**config.mk**
```make
export PLATFORM = sky130hd
export DESIGN_NAME = dds_voice_osc
export DESIGN_NICKNAME = d
export VERILOG_FILES = /design/src/rtl/dds_voice_osc.sv
export SDC_FILE = /design/constraint.sdc
export NUM_CORES = 1
export LEC_CHECK = 0
export ABC_CLOCK_PERIOD_IN_PS = 9000
export CORE_MARGIN = 2
export CORE_UTILIZATION = 48
export CTS_CLUSTER_DIAMETER = 30
export DETAILED_ROUTE_END_ITERATION = 10
export PLACE_DENSITY = 0.66
export SKIP_LAST_GASP = 1
export SYNTH_ARGS = -nofsm -noshare
export SYNTH_HDL_FRONTEND = slang
export SYNTH_SLANG_ARGS = --single-unit
```
**constraint.sdc**
```tcl
create_clock -name CLK -period 9 [get_ports CLK]
set_clock_uncertainty 0.05 [all_clocks]
set_input_delay 1.8 -clock CLK [delete_from_list [all_inputs] [get_ports CLK]]
set_output_delay 1.8 -clock CLK [all_outputs]
set_load 0.02 [all_outputs]
```
**src/rtl/dds_voice_osc.sv**
```systemverilog
// Single-voice DDS oscillator: 32-bit phase accumulator with glide toward the
// target increment, hard sync on gate-on, and decimated saw/square/triangle output.
module dds_voice_osc #(
   parameter int unsigned OUT_W      = 12,
   parameter int unsigned SAMPLE_DIV = 2048,
   parameter int unsigned GLIDE_DIV  = 4096
) (
   input  logic             CLK,
   input  logic             RST,
   input  logic [31:0]      ADDER,
   input  logic             GATE,
   input  logic [1:0]       WAVE,
   input  logic [7:0]       PW,
   input  logic [3:0]       GLIDE,
   output logic [OUT_W-1:0] OUT,
   output logic             OUT_VALID,
   output logic             PHASE_WRAP
);

   localparam int unsigned SCW = $clog2(SAMPLE_DIV);
   localparam int unsigned GCW = (GLIDE_DIV > 1) ? $clog2(GLIDE_DIV) : 1;
   localparam logic [OUT_W-1:0] MID  = {1'b1, {(OUT_W-1){1'b0}}};
   localparam logic [OUT_W-1:0] FULL = {OUT_W{1'b1}};

   logic [31:0]        acc;
   logic [31:0]        inc;
   logic               gate_q;
   logic [SCW-1:0]     samp_cnt;
   logic [GCW-1:0]     glide_cnt;

   logic               rise;
   logic               samp_tc;
   logic               glide_tc;
   logic               carry;
   logic [31:0]        sum;
   logic signed [32:0] diff;
   logic signed [32:0] shifted;
   logic [31:0]        step;
   logic [31:0]        inc_next;
   logic [OUT_W-1:0]   tri_t;
   logic [OUT_W-1:0]   wave_val;

   // Event decode and accumulator add
   always_comb begin
      rise         = GATE & ~gate_q;
      samp_tc      = (samp_cnt == SCW'(SAMPLE_DIV - 1));
      glide_tc     = (glide_cnt == GCW'(GLIDE_DIV - 1));
      {carry, sum} = {1'b0, acc} + {1'b0, inc};
   end

   // Glide step: shifted difference, forced to +/-1 when it rounds to zero so INC lands exactly
   always_comb begin
      diff    = $signed({1'b0, ADDER}) - $signed({1'b0, inc});
      shifted = diff >>> GLIDE;
      if (shifted == '0 && diff != '0)
         step = diff[32] ? 32'hFFFF_FFFF : 32'd1;
      else
         step = shifted[31:0];
      if (GLIDE == 4'd0)
         inc_next = ADDER;
      else if (glide_tc)
         inc_next = inc + step;
      else
         inc_next = inc;
   end

   // Waveform shaping from the current accumulator
   always_comb begin
      tri_t = acc[30 -: OUT_W];
      case (WAVE)
         2'd0:    wave_val = acc[31 -: OUT_W];
         2'd1:    wave_val = (acc[31:24] < PW) ? FULL : '0;
         2'd2:    wave_val = acc[31] ? ~tri_t : tri_t;
         default: wave_val = MID;
      endcase
   end

   always_ff @(posedge CLK or posedge RST) begin
      if (RST) begin
         acc        <= '0;
         inc        <= '0;
         gate_q     <= 1'b0;
         samp_cnt   <= '0;
         glide_cnt  <= '0;
         OUT        <= MID;
         OUT_VALID  <= 1'b0;
         PHASE_WRAP <= 1'b0;
      end else begin
         gate_q    <= GATE;
         samp_cnt  <= samp_tc ? '0 : samp_cnt + SCW'(1);
         glide_cnt <= glide_tc ? '0 : glide_cnt + GCW'(1);
         inc       <= inc_next;
         if (rise) begin
            acc        <= '0;
            PHASE_WRAP <= 1'b0;
         end else begin
            acc        <= sum;
            PHASE_WRAP <= carry;
         end
         OUT_VALID <= samp_tc;
         if (samp_tc)
            OUT <= GATE ? wave_val : MID;
      end
   end

endmodule
```
==> results.toml, run 1 <==
[synth]
ys_ff_latch = 102
synth.area.top_cells = "dfrtp_1 22%, ha_1 11%, nor2_1 6.1%, a21oi_1 6.0%, nand2_1 4.6%"
yosysTopAreaCellShare_pct = 21.96
syn_inst = 1501
synth_edf_count = 0
ys_types = 85
netlist_area_um2 = 11510
seq_area_frac_synth_pct = 22.19
synth_nets = 1658
async_flop_share_pct = 100.0
yosysTopAreaCell = "dfrtp_1"
ys.flop_type = "dfrtp_1"
synth_area_per_cell_um2 = 7.668
ys.warnings.count = 0

[sta]
final.min_clock_period_ps = 8761
tns_ps = 0
post-route-period-util_pct = 97.35
relSlewSlack_pct = 34.01
tightest_slew_ps = 989.8
setup_viol = 0
slew_viol_final = 0
fmax_ghz = 0.1141
hold_viol = 0
timing.hold.ws_ps = 431.1
setup_ws_ps = 238.6

[setup_path]
crit_type = "input port to flip-flop"
cp.required_ps = 9200
cp.arrival_ps = 8960
crit_path_start_kind = "input port"
endpoint_kind = "flip-flop"
slowest_stage = "clkdlybuf4s50_1"
slowest_delay_ps = 450
cp_max_fo = 3
cpMostUsedCell = "buf_4"

[cells_and_area]
final_util_pct = 63.71
drive_gt1_share_pct = 21.58
layout_commonest_cell = "buf_4"
n_antenna_cell = 0
instances_no_fill = 2075
syn2layout_area_growth_pct = 29.93
post-route-cell-area_um2 = 14950
nets = 1908
final_cell_mix = "239 x buf_4, 184 x nor2_1, 141 x nand2_1"

[route]
antenna_left = 0
wirelength_mm = 36.26
num_vias = 12160
routed_via_density = 5.862
wl_per_cell_um = 17.48
drt_first_pass_iters = 6
drc = 0
drtIter0Drc = 998

[placed_design]
dpl.cell_count = 2040
gp_congestion = 0.9660
hpwlAfterDp_mm = 28.42
numPortBuffers = 62
dp_slack_ps = -461.3
post_dp_cell_area_um2 = 13970

[grt]
grt_pass1_vias = 11430
grt_use_met3_pct = 2.795
grt_max_degree = 79
grt_usage_pct = 27.95
grt_use_met1_pct = 39.07
grtUsageMet2_pct = 44.24
antenna_found_initial = 0
grt-busiest-layer = "met2"
grt_pass1_wl_mm = 57.97
grt-ovfl-total = 0

[clocking]
numCtsBuffers = 9
cts_tree = "yes"
h-tree-depth = 3
cts_root_buffer = "clkbuf_16"
numClockSinks = 102
cts_buffer_depth = 2
cts_hold_buf = 0
worstSkewPairLatency_ps = 350
clk_pin_slew_worst_paths_ps = 70

[power_and_ir_drop]
ir_drop_mv = 0.1633
p_leak_nw = 6.962
powerDensity_nw_per_um2 = 261.9
power.total_mw = 3.916

[floorplan]
chipWidth_um = 158.9
core_area_um2 = 23470
num_io_pins = 63
fp-row-count = 56
die-area_um2 = 25230
die_h_um = 158.9
initial_core_util_pct = 49.04

[outcome]
status = "complete, no violations"

[job]
maxCapViolCount = 0

[min_path]
worstHoldPathType = "flip-flop to flip-flop"
kinds of logic after synthesis:
family,Yosys count,synth area share (%)
muxes,45,4.924
buffers and inverters,140,4.805
and+or+nand+nor,528,21.32
AOI/OAI and AO/OA,473,26.84
DFF,102,22.19
adders and majority gates,108,11.94
xor gates and xnor gates,105,7.990
worst max-delay path, delay by kind of cell:
family | cells | cell delay [ps]
simple gates | 5 | 540
mux | 1 | 270
buf+inv | 7 | 1350
fa+ha+maj | 3 | 850
compound gates | 17 | 4030
xor+xnor | 1 | 120
per-layer routing:
layer	routed length, um	vias to the layer above
li1	-	5970
met1	16610	5749
met2	16410	379
met3	1817	66
met4	1423	0
met5	0	-
synth_stat cells, drive strengths merged (7+ instances only):
cell	instances
a2111oi	7
a211o	10
a211oi	34
a21o	54
a21oi	138
a31oi	19
and2	12
and3	29
buf	20
clkbuf	46
dfrtp	101
ha	105
inv	71
mux2	13
mux2i	24
mux4	8
nand2	141
nand2b	10
nand3	41
nand4	10
nor2	187
nor2b	15
nor3	31
nor4	11
o21a	9
o21ai	106
o21bai	9
o31ai	11
or2	7
or3	13
or4	7
xnor2	57
xor2	48
state kept, by name (all words and copies together), names as in the netlist:
register	flops
inc	32
acc	32
samp_cnt	11
OUT	12
gate_q	1
OUT_VALID	1
glide_cnt	12
PHASE_WRAP	1
timing repair:
action	CTS	global route
resized for setup	12	92
endpoints found under the setup margin	2	9
buffers inserted	2	17
pin swaps	1	36
final timing paths:
| kind | from | to | slack [ps] | depth (start not counted) |
|---|---|---|---|---|
| max in group asynchronous | RST | samp_cnt[8]$_DFF_PP0_ | 5890 | 3 |
| setup reg to reg | inc[0]$_DFFE_PP0P_ | inc[30]$_DFFE_PP0P_ | 1560 | 34 |
| setup / recovery | ADDER[6] | inc[30]$_DFFE_PP0P_ | 240 | 34 |
| hold reg to reg | samp_cnt[10]$_DFF_PP0_ | samp_cnt[10]$_DFF_PP0_ | 430 | 1 |
| min in group asynchronous | RST | glide_cnt[4]$_DFF_PP0_ | 1720 | 2 |
| hold / removal | samp_cnt[10]$_DFF_PP0_ | samp_cnt[10]$_DFF_PP0_ | 430 | 1 |
layout make-up:
| class | instances | area [um^2] |
|---|---|---|
| multi-input cells | 1259 | 8919 |
| fillers | 2067 | 8518 |
| flip-flops and latches | 102 | 2554 |
| repair buffers | 305 | 2487 |
| well taps | 319 | 399.1 |
| inverters | 74 | 280.3 |
| clock buffers | 11 | 232.7 |
| clock inverters | 5 | 82.58 |
report_power, final:
| group | switching [mW] | internal (mW) | leakage [nW] | total, mW |
|---|---|---|---|---|
| logic | 1.46 | 1.36 | 5.60 | 2.81 |
| clock network | 0.180 | 0.246 | 0.154 | 0.426 |
| registers | 0.112 | 0.564 | 1.21 | 0.676 |
| total | 1.75 | 2.17 | 6.96 | 3.92 |
Note: power is estimated with default switching activity, not from simulation.
==> run 2: changes to the inputs <==
--- a/config.mk
+++ b/config.mk
@@ -6,9 +6,10 @@
 export NUM_CORES = 1
 export LEC_CHECK = 0
 export ABC_CLOCK_PERIOD_IN_PS = 9000
-export CORE_MARGIN = 2
 export CORE_UTILIZATION = 48
+export CTS_BUF_LIST = sky130_fd_sc_hd__clkbuf_8
 export CTS_CLUSTER_DIAMETER = 30
+export CTS_CLUSTER_SIZE = 14
 export DETAILED_ROUTE_END_ITERATION = 10
 export PLACE_DENSITY = 0.66
 export SKIP_LAST_GASP = 1
==> results.toml, run 2 (synthesis results as in run 1) <==
[placed_design]
numPortBuffers = 62
gp_congestion = 0.9650
dp_slack_ps = -454.7
hpwlAfterDp_mm = 28.17

[setup_path]
r2r_start = "inc[0]$_DFFE_PP0P_"
r2r.worst_path.cells = 34
cp_max_fo = 7
rrSetupSlack_ps = 1420
crit_family = "compound AO/OA/AOI/OAI gates"
cp.arrival_ps = 9120
crit_path_start_kind = "input port"
r2r_end = "inc[30]$_DFFE_PP0P_"
cp.required_ps = 9230
slowest_stage = "clkdlybuf4s50_1"
endpoint_kind = "flip-flop"
cpMostUsedCell = "buf_4"
slowest_delay_ps = 470
crit_start = "ADDER[6]"
crit_type = "input port to flip-flop"
critical_path_buf_inv_count = 5

[power_and_ir_drop]
seqPwrFrac_pct = 18.2
p_leak_nw = 6.830
p_sw_share_pct = 46.01
switching_power_mw = 1.702
p_int_mw = 1.997
ir_drop_mv = 0.1507
pwr-share-clk_pct = 7.8
powerDensity_nw_per_um2 = 254.2
power_frac_comb_pct = 73.9

[cells_and_area]
final_cell_mix = "230 x buf_4, 184 x nor2_1, 141 x nand2_1"
drive_gt1_share_pct = 19.95
nets = 1896
top_regs = "acc x32, inc x32"
syn2layout_area_growth_pct = 26.39
layout_commonest_cell = "buf_4"
n_antenna_cell = 0

[sta]
setup_viol = 0
slew_viol_final = 0
setup_ws_ps = 115.6
relSlewSlack_pct = 48.54
tightest_slew_ps = 771.8
fmax_ghz = 0.1126
final.min_clock_period_ps = 8884
post-route-period-util_pct = 98.72
hold_viol = 0
timing.hold.ws_ps = 423.6

[min_path]
whs_endpoint = "samp_cnt[4]$_DFF_PP0_"
min_path_cells = 1
worstHoldPathType = "flip-flop to flip-flop"
worstHoldStart = "samp_cnt[4]$_DFF_PP0_"

[clocking]
clk_pin_slew_worst_paths_ps = 100
h-tree-depth = 3
cts_root_buffer = "clkbuf_8"
cts_buffer_depth = 2
cts_tree = "yes"
numClockSinks = 102
worstSkewPairLatency_ps = 380
numCtsBuffers = 9

[grt]
grt_pass1_wl_mm = 55.48
antenna_found_initial = 0
grt_usage_pct = 28.65
grt_pass1_vias = 10960
grt_max_degree = 59
grt-ovfl-total = 0

[route]
num_vias = 12110
drc = 0
antenna_left = 0
wirelength_mm = 35.19
wl_per_cell_um = 17.06
routed_via_density = 5.870
drt_first_pass_iters = 7
drtIter0Drc = 944

[floorplan]
die_h_um = 156.9
initial_core_util_pct = 49.04
die-area_um2 = 24600
fp-row-count = 56
chipWidth_um = 156.9
core_area_um2 = 23470
num_io_pins = 63

[outcome]
status = "complete, no violations"

[job]
maxCapViolCount = 0
-- run 2: cell types whose count changed in the layout (fill, tap and decap cells not counted), sizes merged --
cell / delta
clkdlybuf4s50: +3
bufinv: -1
buf: -12
clkbuf: -2
clkinv: +2
dlymetal6s2s: -3
inv: +1
-- run 2: power groups by stage --
stage	clock (mW)	combinational, mW	sequential, mW
after floorplan	0	1.76	0.639
after global placement	0	2.54	0.683
after detailed placement	0	2.57	0.687
after CTS	0.299	2.60	0.678
after global routing	0.317	3.02	0.687
final	0.290	2.73	0.674
-- run 2: layout make-up --
type / instances / area [um^2]
Fill cell: 2166 / 8925
Multi-Input combinational cell: 1259 / 8755
Sequential cell: 102 / 2554
Timing Repair Buffer: 293 / 2370
Tap cell: 319 / 399.1
Inverter: 74 / 280.3
Clock buffer: 9 / 123.9
Clock inverter: 7 / 66.31
-- run 2: how the worst max path moves through the flow --
stage	end	cells after the start
global placement	inc[31]$_DFFE_PP0P_	36
finish	inc[30]$_DFFE_PP0P_	33
CTS	inc[30]$_DFFE_PP0P_	33
floorplan	inc[30]$_DFFE_PP0P_	30
detailed placement	inc[30]$_DFFE_PP0P_	34
global route	inc[30]$_DFFE_PP0P_	33
-- run 2: repair_timing --
item / 4_1_cts / 5_1_grt
endpoints found under the hold margin: 0 / 0
setup buffers: 0 / 5
hold buffers: 0 / 0
pin swaps: 0 / 32
gates resized for setup: 4 / 67
endpoints found under the setup margin: 1 / 9
-- run 2: metrics by stage --
step / cell area (um^2) / std cells / total power [mW] / util, % / TNS [ps]
after floorplan: 11510 / 1501 / 2.403 / - / 0
after global placement: 13980 / 2042 / 3.219 / 59.56 / -935.4
after detailed placement: 13980 / 2042 / 3.261 / 59.56 / -1312
after CTS: 14190 / 2058 / 3.574 / 60.44 / 0
after global routing: 14550 / 2063 / 4.021 / 61.98 / -94.91
final: 14550 / 2063 / 3.698 / 61.98 / 0
-- run 2: worst register-to-register path, delay by kind of cell, from the launching register on --
kind	cells	cell delay [ps]
AO/OA/AOI/OAI	15	3230
buffers and inverters	4	460
adder cells (fa/ha/maj)	4	1130
AND/OR/NAND/NOR	9	1890
XOR/XNOR	2	210
flip-flops	1	500
-- run 2: per-layer routing --
metal / track usage (%) / vias up / share of wire (%)
li1: - / 5938 / -
met2: 45.42 / 373 / 46
met5: 0 / - / 0
met4: 11.67 / 0 / 3.9
met1: 39.01 / 5725 / 46
met3: 3.960 / 73 / 5.1
